File: config.mk
export PLATFORM = sky130hd
export DESIGN_NAME = collision_probe
export DESIGN_NICKNAME = d
export VERILOG_FILES = /design/src/rtl/collision_probe.sv
export SDC_FILE = /design/constraint.sdc
export NUM_CORES = 1
export LEC_CHECK = 0
export CORE_ASPECT_RATIO = 1.5
export CORE_MARGIN = 2
export CORE_UTILIZATION = 52
export CTS_BUF_LIST = sky130_fd_sc_hd__clkbuf_4 sky130_fd_sc_hd__clkbuf_8
export DETAILED_ROUTE_END_ITERATION = 12
export PLACE_DENSITY_LB_ADDON = 0.08
export RECOVER_POWER = 100
export SYNTH_ARGS = -nofsm -noshare
export SYNTH_HDL_FRONTEND = slang
export SYNTH_SLANG_ARGS = --single-unit
File: constraint.sdc
create_clock -name Clk -period 16.3 [get_ports Clk]
set_input_delay 1.63 -clock Clk [delete_from_list [all_inputs] [get_ports Clk]]
set_output_delay 1.63 -clock Clk [all_outputs]
set_load 0.005 [all_outputs]
File: src/rtl/collision_probe.sv
// collision_probe: arbitrates a single sprite move against the collision RAM.
// A request latches the inputs, computes the candidate position, rejects it if
// it leaves the map, otherwise reads three points on the leading edge and
// grants the move only if none of them is blocked.
//
// state     | meaning
// ----------+---------------------------------------------------------------
// IDLE      | waiting for req; outputs of the last result held
// CALC      | candidate + bounds check; issue probe 0 or reject
// PROBE     | issue probes 1 and 2; sample probe 0 data
// DONE_WAIT | sample probe 1 and 2 data; raise done with the verdict
module collision_probe #(
   parameter int MAP_W = 320,
   parameter int MAP_H = 240,
   parameter int SPR_W = 16,
   parameter int SPR_H = 24
) (
   input  logic        Clk,
   input  logic        Reset_n,
   input  logic        req,
   input  logic [1:0]  dir,
   input  logic [3:0]  step,
   input  logic [8:0]  cur_x,
   input  logic [7:0]  cur_y,
   output logic [18:0] rd_addr,
   input  logic [3:0]  rd_data,
   output logic        busy,
   output logic        done,
   output logic        allow,
   output logic [8:0]  new_x,
   output logic [7:0]  new_y
);

   typedef enum logic [1:0] {IDLE, CALC, PROBE, DONE_WAIT} state_t;

   localparam logic [1:0]  DIR_UP    = 2'd0;
   localparam logic [1:0]  DIR_DOWN  = 2'd1;
   localparam logic [1:0]  DIR_LEFT  = 2'd2;
   localparam logic [9:0]  X_MAX     = 10'(MAP_W - SPR_W);
   localparam logic [8:0]  Y_MAX     = 9'(MAP_H - SPR_H);
   localparam logic [18:0] PITCH     = 19'(MAP_W);
   localparam logic [8:0]  X_HALF    = 9'(SPR_W / 2);
   localparam logic [8:0]  X_LAST    = 9'(SPR_W - 1);
   localparam logic [7:0]  Y_HALF    = 8'(SPR_H / 2);
   localparam logic [7:0]  Y_LAST    = 8'(SPR_H - 1);

   state_t      state_q, state_d;
   logic        ph_q, ph_d;
   logic [1:0]  dir_q, dir_d;
   logic [3:0]  step_q, step_d;
   logic [8:0]  x_q, x_d;
   logic [7:0]  y_q, y_d;
   logic        blocked_q, blocked_d;
   logic [18:0] rd_addr_q, rd_addr_d;
   logic        done_q, done_d;
   logic        allow_q, allow_d;
   logic [8:0]  new_x_q, new_x_d;
   logic [7:0]  new_y_q, new_y_d;

   // Extra MSB on each axis turns an underflow into a huge value the bounds
   // compare rejects.
   logic [9:0]  cand_x;
   logic [8:0]  cand_y;
   logic        in_bounds;
   logic [1:0]  probe_k;
   logic [8:0]  off_x, px;
   logic [7:0]  off_y, py;
   logic [18:0] probe_addr;
   logic        final_blk;
   logic        unused_rd;

   assign unused_rd = ^rd_data[3:1];

   // Candidate position from the latched request, plus bounds check.
   always_comb begin
      cand_x = {1'b0, x_q};
      cand_y = {1'b0, y_q};
      case (dir_q)
         DIR_UP:   cand_y = {1'b0, y_q} - {5'd0, step_q};
         DIR_DOWN: cand_y = {1'b0, y_q} + {5'd0, step_q};
         DIR_LEFT: cand_x = {1'b0, x_q} - {6'd0, step_q};
         default:  cand_x = {1'b0, x_q} + {6'd0, step_q};
      endcase
      in_bounds = (cand_x <= X_MAX) && (cand_y <= Y_MAX);
   end

   // Leading-edge probe point k and its linear RAM address.
   always_comb begin
      case (probe_k)
         2'd0:    begin off_x = 9'd0;   off_y = 8'd0;   end
         2'd1:    begin off_x = X_HALF; off_y = Y_HALF; end
         default: begin off_x = X_LAST; off_y = Y_LAST; end
      endcase
      case (dir_q)
         DIR_UP:   begin px = cand_x[8:0] + off_x;  py = cand_y[7:0];          end
         DIR_DOWN: begin px = cand_x[8:0] + off_x;  py = cand_y[7:0] + Y_LAST; end
         DIR_LEFT: begin px = cand_x[8:0];          py = cand_y[7:0] + off_y;  end
         default:  begin px = cand_x[8:0] + X_LAST; py = cand_y[7:0] + off_y;  end
      endcase
      probe_addr = ({11'd0, py} * PITCH) + {10'd0, px};
   end

   // Next-state and output logic.
   always_comb begin
      state_d   = state_q;
      ph_d      = ph_q;
      dir_d     = dir_q;
      step_d    = step_q;
      x_d       = x_q;
      y_d       = y_q;
      blocked_d = blocked_q;
      rd_addr_d = rd_addr_q;
      done_d    = 1'b0;
      allow_d   = allow_q;
      new_x_d   = new_x_q;
      new_y_d   = new_y_q;
      probe_k   = 2'd0;
      final_blk = blocked_q | rd_data[0];
      case (state_q)
         IDLE: begin
            if (req) begin
               dir_d     = dir;
               step_d    = step;
               x_d       = cur_x;
               y_d       = cur_y;
               blocked_d = 1'b0;
               ph_d      = 1'b0;
               state_d   = CALC;
            end
         end
         CALC: begin
            if (in_bounds) begin
               rd_addr_d = probe_addr;
               ph_d      = 1'b0;
               state_d   = PROBE;
            end else begin
               done_d  = 1'b1;
               allow_d = 1'b0;
               new_x_d = x_q;
               new_y_d = y_q;
               state_d = IDLE;
            end
         end
         PROBE: begin
            probe_k   = ph_q ? 2'd2 : 2'd1;
            rd_addr_d = probe_addr;
            if (!ph_q) begin
               ph_d = 1'b1;
            end else begin
               blocked_d = final_blk;
               ph_d      = 1'b0;
               state_d   = DONE_WAIT;
            end
         end
         DONE_WAIT: begin
            if (!ph_q) begin
               blocked_d = final_blk;
               ph_d      = 1'b1;
            end else begin
               done_d  = 1'b1;
               allow_d = ~final_blk;
               new_x_d = final_blk ? x_q : cand_x[8:0];
               new_y_d = final_blk ? y_q : cand_y[7:0];
               state_d = IDLE;
            end
         end
         default: state_d = IDLE;
      endcase
   end

   // State and datapath registers.
   always_ff @(posedge Clk or negedge Reset_n) begin
      if (!Reset_n) begin
         state_q   <= IDLE;
         ph_q      <= 1'b0;
         dir_q     <= 2'd0;
         step_q    <= 4'd0;
         x_q       <= 9'd0;
         y_q       <= 8'd0;
         blocked_q <= 1'b0;
         rd_addr_q <= 19'd0;
         done_q    <= 1'b0;
         allow_q   <= 1'b0;
         new_x_q   <= 9'd0;
         new_y_q   <= 8'd0;
      end else begin
         state_q   <= state_d;
         ph_q      <= ph_d;
         dir_q     <= dir_d;
         step_q    <= step_d;
         x_q       <= x_d;
         y_q       <= y_d;
         blocked_q <= blocked_d;
         rd_addr_q <= rd_addr_d;
         done_q    <= done_d;
         allow_q   <= allow_d;
         new_x_q   <= new_x_d;
         new_y_q   <= new_y_d;
      end
   end

   assign busy    = (state_q != IDLE);
   assign done    = done_q;
   assign allow   = allow_q;
   assign rd_addr = rd_addr_q;
   assign new_x   = new_x_q;
   assign new_y   = new_y_q;

endmodule

==> results of run 1 <==
==> cells in the mapped netlist, types with 5 or more instances <==
library cell   n  area [um^2]
a31oi_1        5         31.3
dfrtp_1       64         1600
fa_1           6          120
nor2b_1       10         62.6
a21oi_1       30          150
nand3_1        9         45.0
nand2b_1       7         43.8
mux2_1        12          135
o21ai_0       36          180
nor3_1        12         60.1
mux2_2        43          484
xnor2_1       21          184
nand2_1       57          214
nor2_1        35          131
ha_1          43          538
o21a_1         5         37.5
clkbuf_1      14         52.6
mux2i_1       12          120
a21o_1        11         82.6
inv_1         33          124
xor2_1        10         87.6
==> layout make-up <==
cell class              instances  area (um^2)  area share
flip-flops and latches         64         1600       0.266
multi-input cells             435         3290       0.546
clock buffers                  13          173      0.0287
well taps                     115          144      0.0239
inverters                      33          124      0.0206
repair buffers                 69          658       0.109
clock inverters                 2         37.5     0.00623
==> registers in the layout, summed over array words and instances, names as in the netlist, named ones only <==
signal and count:
y_q 8, ph_q 1, new_x 9, done 1, x_q 9, step_q 4
new_y 8, state_q 1, dir_q 2, blocked_q 1, allow 1, rd_addr 18
==> critical path, cell delays in order, from the launching register on <==
cell	delay, ns
dfrtp_1	0.32
clkbuf_1	1.30
nor2b_1	0.47
mux2_1	0.51
fa_1	0.44
a21o_1	0.23
a2111o_1	0.42
o311ai_0	0.25
ha_1	0.41
o211ai_1	0.48
xnor2_1	0.27
inv_1	0.08
ha_1	0.31
ha_1	0.33
a21oi_1	0.12
o21ai_0	0.76
mux2_2	0.30
nor3_1	0.04
or3_1	0.40
xnor2_1	0.14
mux2_1	0.31
==> cell families after synthesis <==
logic type / Yosys count
mux: 67
xor+xnor: 31
other cells: 1
fa+ha+maj: 49
simple gates: 156
compound gates: 131
flops: 64
buf+inv: 54
==> final timing paths <==
path	startpoint	end	slack, ns	cells past startpoint
setup / recovery	dir_q[1]	rd_addr[15]	8.27	20
hold / removal	rd_addr[12]	rd_addr[12]	0.48	1
min in group asynchronous	Reset_n	y_q[4]	2.56	2
max in group asynchronous	Reset_n	rd_addr[16]	11.72	2
hold reg to reg	rd_addr[12]	rd_addr[12]	0.48	1
setup reg to reg	dir_q[1]	rd_addr[15]	8.27	20
==> through the flow <==
stage               cells  instance area [um^2]  hold slack (ns)  utilization
floorplan             553                  5160            0.483            -
global placement      716                  5870            0.467        0.606
detailed placement    716                  5870            0.475        0.606
CTS                   731                  6080            0.491        0.628
global route          731                  6030            0.512        0.622
finish                731                  6030            0.480        0.622
==> layer usage <==
layer  vias to the layer above  GRT usage  part of all wire
met5                         -          0                 0
met4                         0      0.113             0.034
met3                        27     0.0433             0.025
met2                        73      0.477              0.55
met1                      2072      0.273              0.39
li1                       2091          -                 -
==> metrics.md, run 1 <==
| Metric | Value |
|---|---|
| # DRC | `0` |
| Predominant post-synthesis flop cell | `dfrtp_1` |
| Clock Latency Late Sink | `0.36 ns` |
| # rows | `44` |
| Die width | `85.3 um` |
| Routed WL | `12900 um` |
| Max clock buf depth | `2` |
| Compound-Gate Fraction of Synth Area | `0.176` |
| Final worst setup slack | `8.27 ns` |
| Post-synthesis mux area share | `0.143` |
| Synth async-reset ratio | `1.00` |
| Postcts setup bufs | `0` |
| Total Die Area | `0.0108 mm^2` |
| Worst EP arrival | `8.27 ns` |
| Slew headroom | `-1.36` |
| XOR/XNOR share of the synthesized area | `0.0526` |
| Clock skew | `0.00932 ns` |
| Yosys cell types | `69` |
| I/O pins | `slightly below 70` |
| DR iter-0 viols | `around 200` |
| # port buffers | `64` |
| Critical Path End Type | `flop` |
| Vias/cell | `5.83` |
| PostCTS Resize Cnt | `0` |
| Setup CP Type | `reg -> reg` |
| Critical path required time | `16.54 ns` |
| DPL Wire Length | `9760 um` |
| Post-Synth Adder-Cell Area | `0.128` |
| Syn Nets | `632` |
| Synth warn | `0` |
| Core area | `0.00969 mm^2` |
| First-pass GRT wire length | `21600 um` |
| Die H | `126 um` |
| Mean post-synth cell area | `9.33 um^2` |
| Clock sinks | `64` |
| Synth Area in Simple Gates | `0.144` |
| Worst Max-Slew Pin Slew | `3.54 ns` |
| Worst hold path class | `reg -> reg` |
| Post-synth EDFFs | `0` |
| Post-synthesis sequential area ratio | `0.310` |
| Final Critical Period | `8.03 ns` |
| Initial Util | `0.533` |
| # diodes | `0` |
| TritonRoute pass-1 iters | `4` |
| Failing checks | `max-capacitance violations, max-slew violations` |
| Clk pin slew, worst setup/hold paths | `0.08 ns` |
| CTS tree | `done` |
| Outcome | `finished, violations left` |
| P&R area growth vs syn | `16.8%` |
| Mapped Area | `between 0.005 and 0.006 mm^2` |
| Largest family of logic cells by synthesized area | `compound AO/OA/AOI/OAI gates` |
| Max-slew violations | `127` |
| Hold-fix buffers, CTS | `0` |
| Tot GR Track Use | `0.255` |
| Final Hold Vio Count | `0` |
| Post-DR wirelength/cell | `about 18 um` |
| Commonest non-fill, non-tap cell in the layout | `dfrtp_1` |
| Yosys reg bits | `between 60 and 70` |
| Placement Setup Slack | `9.38 ns` |
| Setup TNS Final | `0 ns` |
| Gpl congestion | `roughly 0.87` |
| Most frequent cells in the layout | `64 x dfrtp_1, 57 x nand2_1, 43 x ha_1` |
| Post-route ant nets | `0` |
| RSZ-0062 raised after global routing | `false` |
| Peak Freq | `125 MHz` |
| Vias in the first global route | `roughly 4500` |
| Startpoint types | `flop` |
| Filler cells | `852` |
| Syn Inst Count | `553` |
| Final count of negative-setup-slack endpoints | `0` |
| Share of post-route cells with drive strength above 1 | `0.114` |
| Pin count of the biggest net entering global routing | `65` |
| Nets | `691` |
| Gr ovfl total | `0` |
| Root Buffer | `clkbuf_8` |
| Max Fanout on Critical Path | `41` |
| DR vias | `4263` |
| Max-cap viol count | `3` |
| Final worst-path cycle share | `0.493` |
| H-tree depth | `3` |
| Initial antenna violation count | `0` |
| Cts bufs inserted | `9` |
Power of run 1 is left out: the tool's default activity adds up to more than one toggle a clock period on the data nets, which glitch-free logic cannot reach.
==> run 2, diff against run 1 <==
clock period = 7.5 ns   (was 16.3 ns; I/O delays follow)
==> run 2 against run 1 <==
  * The flow still finishes with violations (max-capacitance violations, max-slew violations)
  * Critical path depth is 1 higher
  * Sequential share of layout area is 0.11 points lower
  * Via count is 0.49% higher
  * Utilization is 0.26 points higher
==> metrics.md, run 2 (synthesis gave the netlist of run 1 again) <==
| Metric | Value |
|---|---|
| Max reg flops | `18 (unchanged)` |
| Bufs and invs on worst path | `2 (unchanged)` |
| Vias in the first global route | `4480 (was 4523)` |
| Die H | `126 um (unchanged)` |
| Worst reg2reg path startpoint | `dir_q[0] (was dir_q[1])` |
| Final Hold Vio Count | `0 (unchanged)` |
| Root Buffer | `clkbuf_8 (unchanged)` |
| CP max stage cell | `or4b_2 (was clkbuf_1)` |
| Die width | `85.3 um (unchanged)` |
| Max-cap viol count | `2 (was 3)` |
| Placed Cells | `717 (was 716)` |
| Nets | `692 (was 691)` |
| Clk pin slew, worst setup/hold paths | `0.07 ns (was 0.08 ns)` |
| Clock Latency Late Sink | `0.36 ns (about the same)` |
| Setup TNS Final | `0 ns (unchanged)` |
| Max-slew violations | `85 (was 127)` |
| Critical Path End Type | `flop (unchanged)` |
| Seq. cell area | `0.00160 mm^2 (unchanged)` |
| Slew headroom | `-1.34 (was -1.36)` |
| Post-route ant nets | `0 (unchanged)` |
| Cts bufs inserted | `9 (unchanged)` |
| CTS tree | `done (unchanged)` |
| Crit-path cells | `nor2b_1 -> clkbuf_1 -> mux2_2 -> fa_1 -> a21o_1 -> a2111o_1 -> o311ai_0 -> ha_1 -> o211ai_1 -> xnor2_1 -> inv_1 -> ha_1 -> ha_1 -> a21o_1 -> a21o_1 -> a211o_1 -> a31oi_1 -> or4b_2 -> o2111ai_1 -> o21ai_0 -> a31oi_1 (was clkbuf_1 -> nor2b_1 -> mux2_1 -> fa_1 -> a21o_1 -> a2111o_1 -> o311ai_0 -> ha_1 -> o211ai_1 -> xnor2_1 -> inv_1 -> ha_1 -> ha_1 -> a21oi_1 -> o21ai_0 -> mux2_2 -> nor3_1 -> or3_1 -> xnor2_1 -> mux2_1)` |
| Placement Setup Slack | `1.23 ns (was 9.38 ns)` |
| Total Die Area | `0.0108 mm^2 (unchanged)` |
| Share of post-route cells with drive strength above 1 | `0.120 (was 0.114)` |
| Register-to-Register Setup Slack | `1.00 ns (was 8.27 ns)` |
| Core area | `0.00969 mm^2 (unchanged)` |
| # diodes | `0 (unchanged)` |
| Initial antenna violation count | `0 (unchanged)` |
| Met2 usage | `0.458 (was 0.477)` |
| Critical path required time | `7.78 ns (was 16.54 ns)` |
| Postcts setup bufs | `0 (unchanged)` |
| Setup CP Type | `reg -> reg (unchanged)` |
| Most frequent cells in the layout | `64 x dfrtp_1, 57 x nand2_1, 43 x mux2_2, 43 x ha_1, 39 x dlygate4sd3_1 (was 64 x dfrtp_1, 57 x nand2_1, 43 x ha_1)` |
| Area of the multi-input gates | `0.00331 mm^2 (was 0.00329 mm^2)` |
| Failing checks | `max-capacitance violations, max-slew violations (unchanged)` |
| Filler cells | `852 (unchanged)` |
| Clock skew | `0.0126 ns (was 0.00932 ns)` |
| Max Fanout on Critical Path | `9 (was 41)` |
| Worst Max-Slew Pin Slew | `3.50 ns (was 3.54 ns)` |
| # DRC | `0 (unchanged)` |
| GRT busiest layer | `met2 (unchanged)` |
| Worst path max stage delay | `0.59 ns (was 1.30 ns)` |
| Tot GR Track Use | `0.246 (was 0.255)` |
| First-pass GRT wire length | `20900 um (was 21600 um)` |
| Worst hold path class | `reg -> reg (unchanged)` |
| Vias/cell | `5.85 (was 5.83)` |
| Final Critical Period | `6.50 ns (was 8.03 ns)` |
| Gpl congestion | `0.888 (was 0.869)` |
| Routed WL | `12500 um (was 12900 um)` |
| Clock sinks | `64 (unchanged)` |
| # port buffers | `64 (unchanged)` |
| Initial Util | `0.533 (unchanged)` |
| Worst EP arrival | `6.77 ns (was 8.27 ns)` |
| Crit. Startpoint | `dir_q[0] (was dir_q[1])` |
| H-tree depth | `3 (unchanged)` |
| HP Start | `rd_addr[12] (unchanged)` |
| Gr ovfl total | `0 (unchanged)` |
| # rows | `44 (unchanged)` |
| Startpoint types | `flop (unchanged)` |
| Pin count of the biggest net entering global routing | `65 (unchanged)` |
| Max clock buf depth | `2 (unchanged)` |
| Placed cell areas | `0.00588 mm^2 (was 0.00587 mm^2)` |
| I/O pins | `69 (unchanged)` |
| Final worst setup slack | `1.00 ns (was 8.27 ns)` |
| DPL Wire Length | `9630 um (was 9760 um)` |
| Hold-fix buffers, CTS | `0 (unchanged)` |
| Post-DR wirelength/cell | `17.1 um (was 17.6 um)` |
| RSZ-0062 raised after global routing | `false (unchanged)` |
| DR vias | `4284 (was 4263)` |
| Final worst-path cycle share | `0.866 (was 0.493)` |
| Final Cell Area | `0.00605 mm^2 (was 0.00603 mm^2)` |
| Met1 usage | `0.263 (was 0.273)` |
| Outcome | `finished, violations left (unchanged)` |
| Commonest non-fill, non-tap cell in the layout | `dfrtp_1 (unchanged)` |
| Non-Filler Instances | `732 (was 731)` |
| Final count of negative-setup-slack endpoints | `0 (unchanged)` |
| TritonRoute pass-1 iters | `5 (was 4)` |
| Met3 usage | `0.0413 (was 0.0433)` |
| DR iter-0 viols | `158 (was 197)` |
| P&R area growth vs syn | `17.3% (was 16.8%)` |
| PostCTS Resize Cnt | `0 (unchanged)` |
| Peak Freq | `154 MHz (was 125 MHz)` |
| Worst path top cell family by delay | `compound AO/OA/AOI/OAI gates (unchanged)` |
## run 2: cell count changes in the layout (fill, tap and decap cells not counted), sizes merged
| cell | change |
|---|---|
| clkinvlp | -1 |
| clkinv | +2 |
| buf | +2 |
| clkbuf | -2 |
## run 2: final timing paths
path                                    end  cells past startpoint
worst max register to register  rd_addr[16]                     21
max in group asynchronous          new_y[0]                      2
min in group asynchronous       rd_addr[15]                      2
worst min-delay path            rd_addr[12]                      1
worst max-delay path            rd_addr[16]                     21
worst min register to register  rd_addr[12]                      1
## run 2: final cells by class
class | instances | share of cell area
flip-flops and latches | 64 | 0.265
multi-input cells | 435 | 0.547
clock inverters | 3 | 0.00662
clock buffers | 12 | 0.0273
well taps | 115 | 0.0238
repair buffers | 70 | 0.111
inverters | 33 | 0.0205
## run 2: per-stage QoR
step	util	hold slack [ns]
finish	0.624	0.482
global route	0.624	0.514
CTS	0.628	0.497
detailed placement	0.607	0.481
global placement	0.607	0.467
floorplan	-	0.454
## run 2: routing by layer
metal,up-vias,part of all wire
li1,2097,-
met1,2067,0.39
met2,89,0.55
met3,31,0.030
met4,0,0.034
met5,-,0
Power of run 2 is left out for the same reason.
